[src/rtl/clk_switch_ctrl.sv]
// ============================================================================
// Module   : clk_switch_ctrl
// Purpose  : Sequencer for the sel[1:0] input of a two-level glitch-free clock
//            mux (sel[0] picks A/B, sel[1] picks that result or C).
//            It accepts source-change requests over a valid/ready handshake
//            and changes one sel bit at a time. After every bit change it
//            holds for SETTLE_CYC cycles. The inner bit is changed only while
//            it is hidden behind C, or when switching directly between A and B.
// Ports    : clk_i        always-on reference clock
//            rstn_i       asynchronous reset, active low
//            req_valid_i  switch request valid
//            req_src_i    requested source (0=A, 1=B, 2=C, 3=illegal)
//            req_ready_o  high while idle; request taken on valid && ready
//            src_ok_i     per-source clock-available flags [C,B,A]
//            sel_o        mux select (A=00, B=01, C=1x)
//            cur_src_o    source currently committed
//            busy_o       switch in progress
//            done_o       1-cycle pulse: switch or no-op complete
//            err_o        1-cycle pulse: request rejected
// Revision : 1.0 - initial release
// ============================================================================
`default_nettype none

module clk_switch_ctrl #(
  parameter int SETTLE_CYC = 4,
  parameter int RST_SRC    = 0
) (
  input  logic       clk_i,
  input  logic       rstn_i,
  input  logic       req_valid_i,
  input  logic [1:0] req_src_i,
  output logic       req_ready_o,
  input  logic [2:0] src_ok_i,
  output logic [1:0] sel_o,
  output logic [1:0] cur_src_o,
  output logic       busy_o,
  output logic       done_o,
  output logic       err_o
);

  localparam int         CNT_W    = $clog2(SETTLE_CYC + 1);
  localparam logic [CNT_W-1:0] CNT_LOAD = CNT_W'(SETTLE_CYC - 1);
  localparam logic [1:0] RST_CUR  = 2'(RST_SRC);
  // C is encoded with the hidden inner bit cleared.
  localparam logic [1:0] RST_SEL  = (RST_SRC == 2) ? 2'b10 : 2'(RST_SRC);

  localparam logic [1:0] ST_IDLE  = 2'd0;
  localparam logic [1:0] ST_INNER = 2'd1;
  localparam logic [1:0] ST_OUTER = 2'd2;

  logic [1:0]       state;
  logic [1:0]       target;
  logic             outer_pend;
  logic [CNT_W-1:0] cnt;

  logic src_avail;
  logic tgt_is_c;
  logic need_inner;
  logic need_outer;

  // Request decode against the current select; only used in IDLE.
  always_comb begin
    src_avail = 1'b0;
    case (req_src_i)
      2'd0:    src_avail = src_ok_i[0];
      2'd1:    src_avail = src_ok_i[1];
      2'd2:    src_avail = src_ok_i[2];
      default: src_avail = 1'b0;
    endcase
    tgt_is_c   = (req_src_i == 2'd2);
    // The inner bit is irrelevant for C, so it is left alone in that case.
    need_inner = !tgt_is_c && (sel_o[0] != req_src_i[0]);
    need_outer = (sel_o[1] != tgt_is_c);
  end

  always_ff @(posedge clk_i or negedge rstn_i) begin
    if (!rstn_i) begin
      state       <= ST_IDLE;
      target      <= RST_CUR;
      outer_pend  <= 1'b0;
      cnt         <= '0;
      sel_o       <= RST_SEL;
      cur_src_o   <= RST_CUR;
      busy_o      <= 1'b0;
      done_o      <= 1'b0;
      err_o       <= 1'b0;
      req_ready_o <= 1'b1;
    end else begin
      done_o <= 1'b0;
      err_o  <= 1'b0;
      case (state)
        ST_IDLE: begin
          if (req_valid_i && req_ready_o) begin
            if (!src_avail) begin
              err_o <= 1'b1;
            end else if (req_src_i == cur_src_o) begin
              done_o <= 1'b1;
            end else begin
              target      <= req_src_i;
              outer_pend  <= need_outer;
              cnt         <= CNT_LOAD;
              busy_o      <= 1'b1;
              req_ready_o <= 1'b0;
              // Any real switch needs at least one of the two steps.
              if (need_inner) begin
                sel_o[0] <= ~sel_o[0];
                state    <= ST_INNER;
              end else begin
                sel_o[1] <= ~sel_o[1];
                state    <= ST_OUTER;
              end
            end
          end
        end

        ST_INNER: begin
          if (cnt != '0) begin
            cnt <= cnt - 1'b1;
          end else if (outer_pend) begin
            sel_o[1] <= ~sel_o[1];
            cnt      <= CNT_LOAD;
            state    <= ST_OUTER;
          end else begin
            state       <= ST_IDLE;
            cur_src_o   <= target;
            done_o      <= 1'b1;
            busy_o      <= 1'b0;
            req_ready_o <= 1'b1;
          end
        end

        ST_OUTER: begin
          if (cnt != '0) begin
            cnt <= cnt - 1'b1;
          end else begin
            state       <= ST_IDLE;
            cur_src_o   <= target;
            done_o      <= 1'b1;
            busy_o      <= 1'b0;
            req_ready_o <= 1'b1;
          end
        end

        default: begin
          state       <= ST_IDLE;
          busy_o      <= 1'b0;
          req_ready_o <= 1'b1;
        end
      endcase
    end
  end

endmodule

`default_nettype wire
[config.mk]
export PLATFORM = sky130hd
export DESIGN_NAME = clk_switch_ctrl
export DESIGN_NICKNAME = d
export VERILOG_FILES = /design/src/rtl/clk_switch_ctrl.sv
export SDC_FILE = /design/constraint.sdc
export NUM_CORES = 1
export LEC_CHECK = 0
export ABC_AREA = 1
export CAP_MARGIN = 20
export CORE_MARGIN = 3
export CORE_UTILIZATION = 56
export CTS_CLUSTER_DIAMETER = 120
export DETAILED_ROUTE_END_ITERATION = 12
export PLACE_DENSITY_LB_ADDON = 0.25
export SKIP_CTS_REPAIR_TIMING = 1
export SYNTH_ARGS = -nofsm -noshare
export SYNTH_HDL_FRONTEND = slang
export SYNTH_SLANG_ARGS = --single-unit
[constraint.sdc]
create_clock -name clk_i -period 2.9 [get_ports clk_i]
set_clock_uncertainty 0.1 [all_clocks]
set_input_delay 0.58 -clock clk_i [delete_from_list [all_inputs] [get_ports clk_i]]
set_output_delay 0.58 -clock clk_i [all_outputs]
set_load 0.01 [all_outputs]
==> out/qor.log <==
qor: drt.ant_nets 0
qor: yosys.syn_avg_cell_area 7.346 µm²
qor: placed_design.place_ws 0.7830 ns
qor: clock_network.cts_root_buffer clkbuf_4
qor: floorplanning.die-height 48.86 µm
qor: drt.avgRoutedWirePerCell 11.52 µm
qor: critical_path.ff2ff_path_depth 10
qor: layout.antennaDiodeCount 0
qor: critical_path.timing.critical_path.slowest_stage_cell dfstp_2
qor: timing.post-route-worst-setup-slack 0.8509 ns
qor: drt.detailedRoute.firstPassIterationCount 4
qor: placed_design.cell_area_reported_after_detailed_placement 1204 µm²
qor: floorplanning.core 1612 µm²
qor: min_path.worst_hold_path.endpoint req_ready_o
qor: clock_network.tritoncts yes
qor: floorplanning.row_count 14
qor: layout.syn_to_final_growth 20.56%
qor: grt.initial_antenna_violation_count 0
qor: placed_design.place.port_buffers 15
qor: grt.global_route_wire_length_before_repair 3684 µm
qor: timing.timing.final.hold_violations 0
qor: pwr.total_leakage_power 0.6383 nW
qor: pwr.power_per_cell_area 326.2 nW/µm²
qor: yosys.synthDistinctLibCells 22
qor: yosys.synthCells 140
qor: critical_path.rrSetupSlack 1.16 ns
qor: run_status.run_status complete, no violations
qor: clock_network.tritoncts.num_buffers 3
qor: min_path.hold_path.class flip-flop to flip-flop
qor: clock_network.clk_transition_reported_paths 0.10 ns
qor: pwr.swShare 22.39%
qor: drt.detail_route.vias_per_cell 5.093
qor: yosys.synth_seq_cells 16
qor: grt.first_global_vias 869
qor: timing.layout_worst_path_cycle_share 70.66%
qor: min_path.min_delay_path_depth 2
qor: critical_path.criticalPathCategory flip-flop to primary output
qor: critical_path.worstPathMaxFanout 3
qor: critical_path.regToRegEndpoint cnt[2]
qor: critical_path.critical_path.max_stage_delay 0.55 ns
qor: layout.design.final.nets 173
qor: critical_path.start_kind flip-flop
qor: critical_path.reg2reg_from state[1]
qor: timing.timing_worst_slew_pin_value 0.6874 ns
qor: pwr.switching_power_of_the_nets 0.00009059 W
qor: grt.gr-total-overflow 0
qor: yosys.syn_area 1028 µm²
qor: timing.setup_total_negative_slack 0 ns
qor: job.cap_violations 0
qor: layout.post_route_cells_drive_above_1_share 9.494%
qor: grt.grt_start_max_net_pins 17
qor: critical_path.critPathRequiredTime 2.22 ns
qor: yosys.ys_warn_count 0
qor: floorplanning.floorplan.die.width 48.86 µm
qor: critical_path.timing.critical_path.arrival 1.37 ns
qor: timing.period_needed 2.049 ns
qor: clock_network.clock-sinks 16
qor: timing.report.final.setup_viol 0
qor: floorplanning.boundaryPins 16
qor: yosys.synth.yosys.seq_area_share 39.05%
qor: drt.drtIter0Drc 56
qor: critical_path.crit_path_cell_trace clkdlybuf4s50_1
qor: pwr.internal-power 0.0003139 W
qor: grt.grt_use_total 19.48%
qor: timing.pins_over_their_slew_limit 0
qor: placed_design.globalplace.congestion 0.8883
qor: pwr.combPwrFrac 7.8%
qor: min_path.min_from req_ready_o
qor: placed_design.place.detailed.instances 178
qor: timing.slew_margin_rel 54.03%
qor: clock_network.clk-insertion-delay-late 0.28 ns
qor: critical_path.critical-path-top-delay-family flip-flops
qor: layout.finalNonFillerCells 182
qor: pwr.vdd_drop_max 0.3865 mV
qor: drt.vias 927
qor: floorplanning.design.die.area 2387 µm²
qor: drt.postRouteWirelength 2096 µm
qor: layout.final_cell_area 1240 µm²
qor: pwr.sequentialPowerShare 55.1%
qor: clock_network.clock_tree.htree_level_count 1
qor: floorplanning.initial_core_util 63.82%
qor: critical_path.end_kind primary output
qor: yosys.synthesis.nets 154
qor: drt.drc_errors 0
qor: timing.fmax 488.0 MHz
qor: critical_path.cp.buffers_inverters 1
qor: clock_network.cts_buffer_depth 2
qor: pwr.clock_power_share 37.1%
qor: placed_design.hpwlAfterDp 1654 µm
qor: timing.rsz0062_at_grt no
==> cell families after synthesis <==
family,Yosys count,synth area share (%)
AO/OA/AOI/OAI,15,7.299
XOR/XNOR,2,1.703
adder cells (fa/ha/maj),6,7.299
buffers and inverters,22,8.151
flip-flops,16,39.05
AND/OR/NAND/NOR,79,36.50
==> per-stage QoR <==
stage	hold WS [ns]	util [%]	total power, W
2_1_floorplan	0.1844	-	0.0002417
3_3_place_gp	0.3578	74.69	0.0002584
3_5_place_dp	0.3611	74.69	0.0002591
4_1_cts	0.3767	76.94	0.0004065
5_1_grt	0.3845	76.94	0.0004254
6_report	0.3748	76.94	0.0004045
==> how the worst max path moves through the flow <==
| stage | from | endpoint | slack (ns) | depth (start not counted) |
|---|---|---|---|---|
| global placement | req_src_i[1] | sel_o[0] | 0.82 | 9 |
| finish | req_ready_o | req_ready_o | 0.85 | 1 |
| global route | req_ready_o | req_ready_o | 0.81 | 1 |
| CTS | req_ready_o | req_ready_o | 0.84 | 1 |
| detailed placement | req_src_i[1] | state[0] | 0.78 | 9 |
| floorplan | state[1] | cnt[2] | 1.41 | 10 |
==> placed cells by master (no fill, tap or decap), types with 2 or more instances in the layout <==
cell type	count
nand2_1	50
inv_1	19
dfrtp_1	15
clkdlybuf4s50_1	15
o21ai_0	12
nor2_1	9
nand3_1	8
ha_1	6
a21oi_1	3
clkbuf_4	3
inv_2	2
nand3b_1	2
nand4_1	2
nand2_2	2
==> cell type report <==
| cell class | count | area (µm²) |
|---|---|---|
| Fill cell | 122 | 371.6 |
| Tap cell | 24 | 30.03 |
| Sequential cell | 16 | 401.6 |
| Timing Repair Buffer | 15 | 150.1 |
| Clock buffer | 4 | 36.28 |
| Inverter | 21 | 78.83 |
| Multi-Input combinational cell | 102 | 543.0 |
==> cell usage after synthesis <==
cell	instances	area, µm²
nand3_4	1	17.52
nand4_1	2	12.51
xnor2_1	1	8.760
nand3_2	1	10.01
nor2_1	9	33.78
inv_1	19	71.32
a21oi_1	3	15.01
clkbuf_2	1	5.000
nand2_1	50	187.7
inv_2	2	7.510
nand3b_1	2	15.01
nand2_2	2	12.51
nor2_2	1	6.260
dfrtp_1	15	375.4
dfstp_2	1	26.28
nand2_4	1	11.26
o21ai_0	12	60.06
and2_4	1	8.760
nor2_8	1	20.02
nand3_1	8	40.04
xor2_1	1	8.760
ha_1	6	75.07
==> metal layers <==
metal  part of all wire (%)  global-route usage, %  vias up
li1                       -                      -      468
met1                     47                  26.90      417
met2                     45                  31.67       38
met3                    6.3                  3.670        4
met4                    1.1                  4.265        0
met5                      0                      0        -
==> state kept, by name, indices dropped and copies added, names as in the netlist <==
register	count
busy_o	1
req_ready_o	1
state	2
done_o	1
target	2
cnt	3
cur_src_o	2
err_o	1
sel_o	2
outer_pend	1
==> worst reg2reg max path: stages, from the launching register on <==
cell and delay [ns]:
dfrtp_1 0.41, inv_1 0.08, ha_1 0.26, inv_1 0.13, nor2_1 0.05, o21ai_0 0.23
nand2_1 0.11, inv_1 0.10, nand2_2 0.07, nand2_1 0.07, nand2_1 0.05
==> power by group through the flow <==
stage | Combinational (W) | Sequential [W] | Clock (W)
2_1_floorplan | 0.0000143 | 0.000227 | 0
3_3_place_gp | 0.0000311 | 0.000227 | 0
3_5_place_dp | 0.0000318 | 0.000227 | 0
4_1_cts | 0.0000320 | 0.000223 | 0.000152
5_1_grt | 0.0000352 | 0.000223 | 0.000167
6_report | 0.0000315 | 0.000223 | 0.000150
(Power assumes the default switching activity.)
